===== config.mk =====
export PLATFORM = sky130hd
export DESIGN_NAME = multicycle_controller
export DESIGN_NICKNAME = d
export VERILOG_FILES = /design/src/rtl/multicycle_controller_pkg.sv /design/src/rtl/multicycle_controller_branch_cond.sv /design/src/rtl/multicycle_controller.sv
export SDC_FILE = /design/constraint.sdc
export NUM_CORES = 1
export LEC_CHECK = 0
export ABC_AREA = 1
export CORE_MARGIN = 5
export CORE_UTILIZATION = 42
export DETAILED_ROUTE_END_ITERATION = 7
export PLACE_DENSITY = 0.83
export SETUP_SLACK_MARGIN = 0.02
export SLEW_MARGIN = 5
export SYNTH_ARGS = -nofsm -noshare
export SYNTH_HDL_FRONTEND = slang
export SYNTH_SLANG_ARGS = --single-unit

===== constraint.sdc =====
create_clock -name clk -period 3 [get_ports clk]
set_input_delay 0.45 -clock clk [delete_from_list [all_inputs] [get_ports clk]]
set_output_delay 0.45 -clock clk [all_outputs]
set_load 0.02 [all_outputs]

===== src/rtl/multicycle_controller_pkg.sv =====
// Shared opcode constants, controller state encoding and datapath select encodings
// for the multicycle core; imported by both the controller and the datapath.
package multicycle_controller_pkg;

    localparam logic [6:0] OP_LW   = 7'b0000011;
    localparam logic [6:0] OP_SW   = 7'b0100011;
    localparam logic [6:0] OP_R    = 7'b0110011;
    localparam logic [6:0] OP_I    = 7'b0010011;
    localparam logic [6:0] OP_B    = 7'b1100011;
    localparam logic [6:0] OP_JAL  = 7'b1101111;
    localparam logic [6:0] OP_JALR = 7'b1100111;
    localparam logic [6:0] OP_LUI  = 7'b0110111;

    typedef enum logic [3:0] {
        S_FETCH, S_DECODE, S_MEMADR, S_MEMREAD, S_MEMWB, S_MEMWRITE, S_EXECR,
        S_EXECI, S_ALUWB, S_BRANCH, S_JAL, S_JALR1, S_JALR2, S_LUI
    } state_t;

    localparam logic       ADR_PC        = 1'b0;
    localparam logic       ADR_RESULT    = 1'b1;

    localparam logic [1:0] SRCA_PC       = 2'b00;
    localparam logic [1:0] SRCA_OLDPC    = 2'b01;
    localparam logic [1:0] SRCA_REGA     = 2'b10;

    localparam logic [1:0] SRCB_REGB     = 2'b00;
    localparam logic [1:0] SRCB_IMM      = 2'b01;
    localparam logic [1:0] SRCB_FOUR     = 2'b10;

    localparam logic [1:0] RES_ALUOUT    = 2'b00;
    localparam logic [1:0] RES_DATA      = 2'b01;
    localparam logic [1:0] RES_ALURESULT = 2'b10;
    localparam logic [1:0] RES_IMM       = 2'b11;

    localparam logic [1:0] ALUOP_ADD     = 2'b00;
    localparam logic [1:0] ALUOP_SUB     = 2'b01;
    localparam logic [1:0] ALUOP_RFUNCT  = 2'b10;
    localparam logic [1:0] ALUOP_IFUNCT  = 2'b11;

    localparam logic [2:0] IMM_I         = 3'b000;
    localparam logic [2:0] IMM_S         = 3'b001;
    localparam logic [2:0] IMM_B         = 3'b010;
    localparam logic [2:0] IMM_J         = 3'b011;
    localparam logic [2:0] IMM_U         = 3'b100;

    // Immediate format depends only on the opcode; unknown opcodes fall back to I-type.
    function automatic logic [2:0] imm_sel(input logic [6:0] op);
        case (op)
            OP_SW:   return IMM_S;
            OP_B:    return IMM_B;
            OP_JAL:  return IMM_J;
            OP_LUI:  return IMM_U;
            default: return IMM_I;
        endcase
    endfunction

endpackage


===== src/rtl/multicycle_controller_branch_cond.sv =====
// Branch condition evaluation: decides whether a conditional branch is taken
// from funct3 and the ALU compare flags.
module branch_cond
    import multicycle_controller_pkg::*;
(
    input  logic [2:0] funct3,
    input  logic       zero,
    input  logic       neg,
    output logic       taken
);

    always_comb begin
        taken = 1'b0;
        case (funct3)
            3'b000:  taken = zero;
            3'b001:  taken = ~zero;
            3'b100:  taken = neg;
            3'b101:  taken = ~neg;
            default: taken = 1'b0;
        endcase
    end

endmodule


===== src/rtl/multicycle_controller.sv =====
// Multicycle RISC-V style main controller: Moore FSM sequencing fetch, decode and
// per-class execute steps; only the branch PC write depends on the live ALU flags.
module multicycle_controller
    import multicycle_controller_pkg::*;
(
    input  logic       clk,
    input  logic       rst,
    input  logic [6:0] opcode,
    input  logic [2:0] funct3,
    input  logic       zero,
    input  logic       neg,
    output logic       PCWrite,
    output logic       IRWrite,
    output logic       MemWrite,
    output logic       RegWrite,
    output logic       AdrSrc,
    output logic [1:0] ResultSrc,
    output logic [1:0] ALUSrcA,
    output logic [1:0] ALUSrcB,
    output logic [1:0] ALUOp,
    output logic [2:0] ImmSrc
);

    state_t state_reg;
    state_t state_next;
    logic   taken;
    logic   pc_write;
    logic   ir_write;
    logic   mem_write;
    logic   reg_write;

    branch_cond u_branch_cond (
        .funct3 (funct3),
        .zero   (zero),
        .neg    (neg),
        .taken  (taken)
    );

    always_ff @(posedge clk or negedge rst) begin
        if (!rst) begin
            state_reg <= S_FETCH;
        end else begin
            state_reg <= state_next;
        end
    end

    always_comb begin
        state_next = S_FETCH;
        pc_write   = 1'b0;
        ir_write   = 1'b0;
        mem_write  = 1'b0;
        reg_write  = 1'b0;
        AdrSrc     = ADR_PC;
        ResultSrc  = RES_ALUOUT;
        ALUSrcA    = SRCA_PC;
        ALUSrcB    = SRCB_REGB;
        ALUOp      = ALUOP_ADD;
        case (state_reg)
            S_FETCH: begin
                ir_write   = 1'b1;
                pc_write   = 1'b1;
                ALUSrcB    = SRCB_FOUR;
                ResultSrc  = RES_ALURESULT;
                state_next = S_DECODE;
            end
            S_DECODE: begin
                ALUSrcA = SRCA_OLDPC;
                ALUSrcB = SRCB_IMM;
                case (opcode)
                    OP_LW, OP_SW: state_next = S_MEMADR;
                    OP_R:         state_next = S_EXECR;
                    OP_I:         state_next = S_EXECI;
                    OP_B:         state_next = S_BRANCH;
                    OP_JAL:       state_next = S_JAL;
                    OP_JALR:      state_next = S_JALR1;
                    OP_LUI:       state_next = S_LUI;
                    default:      state_next = S_FETCH;
                endcase
            end
            S_MEMADR: begin
                ALUSrcA    = SRCA_REGA;
                ALUSrcB    = SRCB_IMM;
                state_next = (opcode == OP_LW) ? S_MEMREAD : S_MEMWRITE;
            end
            S_MEMREAD: begin
                AdrSrc     = ADR_RESULT;
                state_next = S_MEMWB;
            end
            S_MEMWB: begin
                ResultSrc = RES_DATA;
                reg_write = 1'b1;
            end
            S_MEMWRITE: begin
                AdrSrc    = ADR_RESULT;
                mem_write = 1'b1;
            end
            S_EXECR: begin
                ALUSrcA    = SRCA_REGA;
                ALUOp      = ALUOP_RFUNCT;
                state_next = S_ALUWB;
            end
            S_EXECI: begin
                ALUSrcA    = SRCA_REGA;
                ALUSrcB    = SRCB_IMM;
                ALUOp      = ALUOP_IFUNCT;
                state_next = S_ALUWB;
            end
            S_ALUWB: begin
                reg_write = 1'b1;
            end
            S_BRANCH: begin
                ALUSrcA  = SRCA_REGA;
                ALUOp    = ALUOP_SUB;
                pc_write = taken;
            end
            S_JAL: begin
                // ALUOut already holds the jump target from DECODE; compute PC+4 for rd.
                ALUSrcA    = SRCA_OLDPC;
                ALUSrcB    = SRCB_FOUR;
                pc_write   = 1'b1;
                state_next = S_ALUWB;
            end
            S_JALR1: begin
                ALUSrcA    = SRCA_REGA;
                ALUSrcB    = SRCB_IMM;
                state_next = S_JALR2;
            end
            S_JALR2: begin
                pc_write   = 1'b1;
                ALUSrcA    = SRCA_OLDPC;
                ALUSrcB    = SRCB_FOUR;
                state_next = S_ALUWB;
            end
            S_LUI: begin
                ResultSrc = RES_IMM;
                reg_write = 1'b1;
            end
            default: state_next = S_FETCH;
        endcase
    end

    // Write enables are forced low while reset is held, even though the state is FETCH.
    assign PCWrite  = rst & pc_write;
    assign IRWrite  = rst & ir_write;
    assign MemWrite = rst & mem_write;
    assign RegWrite = rst & reg_write;
    assign ImmSrc   = imm_sel(opcode);

endmodule

==> results.json <==
{
  "status": "finished, final reports clean",
  "floorplan.initialDensity_pct": 45.5,
  "synthesis.instances": 112,
  "synthAdderAreaFrac_pct": 0,
  "netlist_area_um2": 607,
  "power_leakage_nw": 0.469,
  "tns_ps": 0,
  "grt_max_degree": 7,
  "num_vias": 789,
  "cp.buffers_inverters": 3,
  "grt_pass1_vias": 784,
  "gp_congestion": 0.867,
  "placed_cells": 156,
  "rsz0062_at_grt": "no",
  "layout-drive-gt1-share_pct": 19.4,
  "fin_crit_sh_pct": 84.5,
  "core-area_um2": 1330,
  "p_per_area_nw_per_um2": 426,
  "dr.first_iter.drc_count": 8,
  "fin_cells": 159,
  "antenna_found_initial": 0,
  "drt-vias-per-instance": 4.96,
  "combPwrFrac_pct": 64.4,
  "endpoint_kind": "output pin",
  "largest_reg_flops": 4,
  "drt_pre_antenna_iters": 3,
  "synth.distinct_cells": 17,
  "insertion_delay_ps": 240,
  "seqPwrFrac_pct": 18.9,
  "setup_violations": 0,
  "die_height_um": 48.0,
  "dp_slack_ps": 452,
  "cts_buffers": 3,
  "synth_top_family_by_area": "simple AND/OR/NAND/NOR gates",
  "drt_wl_total_um": 1660,
  "rr_worst_depth": 5,
  "finalMaxSlewViolations": 0,
  "avgSynthCellArea_um2": 5.42,
  "layout_common_cells": "30 x nand2_1, 29 x clkdlybuf4s50_1, 15 x nor2_1",
  "post_cts_resized": 0,
  "drcViolationCount": 0,
  "required_ps": 2550,
  "cp_cell_sequence": "clkdlybuf4s50_1 > inv_1 > o21ai_0 > xor2_1 > nand2_1 > a21oi_2 > clkdlybuf4s50_1",
  "fmax_mhz": 394,
  "synth_largest_area_cell": "nand2_1",
  "root_buffer": "clkbuf_4",
  "grt_pass1_wl_um": 2840,
  "cts_tree": "done",
  "maxCapViolations": 0,
  "crit_slowest_cell": "clkdlybuf4s50_1",
  "ys_ff_latch": 4,
  "fin_skew_ps": 6.45,
  "crit_cells": 7,
  "ys_warn_count": 0,
  "cts_num_sinks": 4,
  "synth_area_leaders": "nand2_1 19%, dfrtp_1 16%, nor2_1 9.3%",
  "cts_buffer_depth": 2,
  "hp-class": "primary input to asynchronous set/reset pin",
  "p_sw_share_pct": 44.8,
  "synth-simple-area-share_pct": 55.1,
  "track_usage_pct": 17.6,
  "p_sw_mw": 0.179,
  "io_pins": 30,
  "grt-ovfl-total": 0,
  "postCtsHoldBufs": 0,
  "cts_setup_buffers": 0,
  "cpPeakStageDelay_ps": 610,
  "nets": 160,
  "fin_ws_ps": 465,
  "irDropWorstVdd_mv": 0.178,
  "dp.final_hpwl_um": 1480,
  "area_growth_pct": 54.6,
  "synth_compound_area_share_pct": 13.4,
  "final_common_cell": "nand2_1",
  "worstMarginPinSlew_ps": 232,
  "io_buffers": 29,
  "die-area_um2": 2300,
  "cts-htree-levels": 1,
  "critPathLaunchType": "primary input",
  "crit_start": "zero",
  "synth.net_count": 126,
  "cp_max_fo": 1,
  "synth_xor_area_share_pct": 1.44,
  "timing_hold_violations_final": 0,
  "cp_common_cell": "clkdlybuf4s50_1",
  "die_w_um": 48.0,
  "fin_crit_ps": 2540,
  "antenna_left": 0,
  "synth.top_cell.area_share_pct": 18.6,
  "antenna_cells": 0,
  "path_class": "primary input to output pin",
  "worstPathArrival_ps": 2090,
  "rows": 13,
  "clock_power_share_pct": 16.7,
  "internal_power_mw": 0.221,
  "path_clk_slew_ps": 40,
  "slew_headroom_pct": 84.5,
  "ys_seq_area_share_pct": 16.5,
  "wire_per_inst_um": 10.5,
  "synthMuxAreaShare_pct": 0,
  "reg2reg_from": "state_reg[2]",
  "cp_top_family": "buffers and inverters"
}
## cells by family after synthesis
logic type / count (synthesis)
AO/OA/AOI/OAI: 14
flip-flops: 4
AND/OR/NAND/NOR: 71
XOR/XNOR: 1
buffers and inverters: 22
## synth_stat cells
cell / instances
a21oi_1: 2
nand3_2: 1
nor2_1: 15
inv_1: 12
inv_2: 10
nand4_1: 1
nor2_4: 3
a21oi_2: 3
xor2_1: 1
dfrtp_1: 4
o21ai_0: 5
o21ai_1: 4
nand2_1: 30
nand3_1: 10
nor3_1: 3
nand2_2: 2
nor2_2: 6
## power groups by stage
stage / Sequential, mW / Combinational [mW] / Clock, mW
3_3_place_gp: 0.0757 / 0.255 / 0
3_5_place_dp: 0.0760 / 0.259 / 0
5_1_grt: 0.0773 / 0.282 / 0.0685
6_report: 0.0754 / 0.258 / 0.0669
2_1_floorplan: 0.0739 / 0.145 / 0
4_1_cts: 0.0751 / 0.260 / 0.0686
## routing by layer
| layer | wire [um] | global-route usage, % |
|---|---|---|
| met1 | 605 | 15.3 |
| met2 | 908 | 36.4 |
| met3 | 112 | 2.63 |
| met4 | 36 | 9.68 |
| met5 | 0 | 0 |
## worst reg2reg max path: cells and delay by family, from the launching register on
family,cells,cell delay (ps)
simple gates,2,350
compound gates,1,170
buf+inv,2,160
flops,1,430
## area by class of cell
class	count	area [um2]
fillers	134	395
well taps	15	18.8
flip-flops and latches	4	100
inverters	22	82.6
clock buffers	3	22.5
repair buffers	29	290
multi-input cells	86	424
## final timing paths
| path | endpoint | slack [ps] |
|---|---|---|
| setup / recovery | PCWrite | 460 |
| hold / removal | state_reg[1] | 440 |
| setup reg to reg | state_reg[3] | 1810 |
| hold reg to reg | state_reg[0] | 740 |
| max in group asynchronous | state_reg[3] | 2370 |
| min in group clk | state_reg[0] | 740 |
## metrics by stage
| step | hold slack, ps | utilization [%] | area, um2 | power [mW] |
|---|---|---|---|---|
| 2_1_floorplan | 154 | - | 607 | 0.219 |
| 3_3_place_gp | 685 | 68.7 | 916 | 0.330 |
| 3_5_place_dp | 687 | 68.7 | 916 | 0.335 |
| 4_1_cts | 436 | 70.4 | 938 | 0.403 |
| 5_1_grt | 452 | 70.4 | 938 | 0.428 |
| 6_report | 436 | 70.4 | 938 | 0.400 |
No activity file was read; power rests on OpenSTA's default activity.
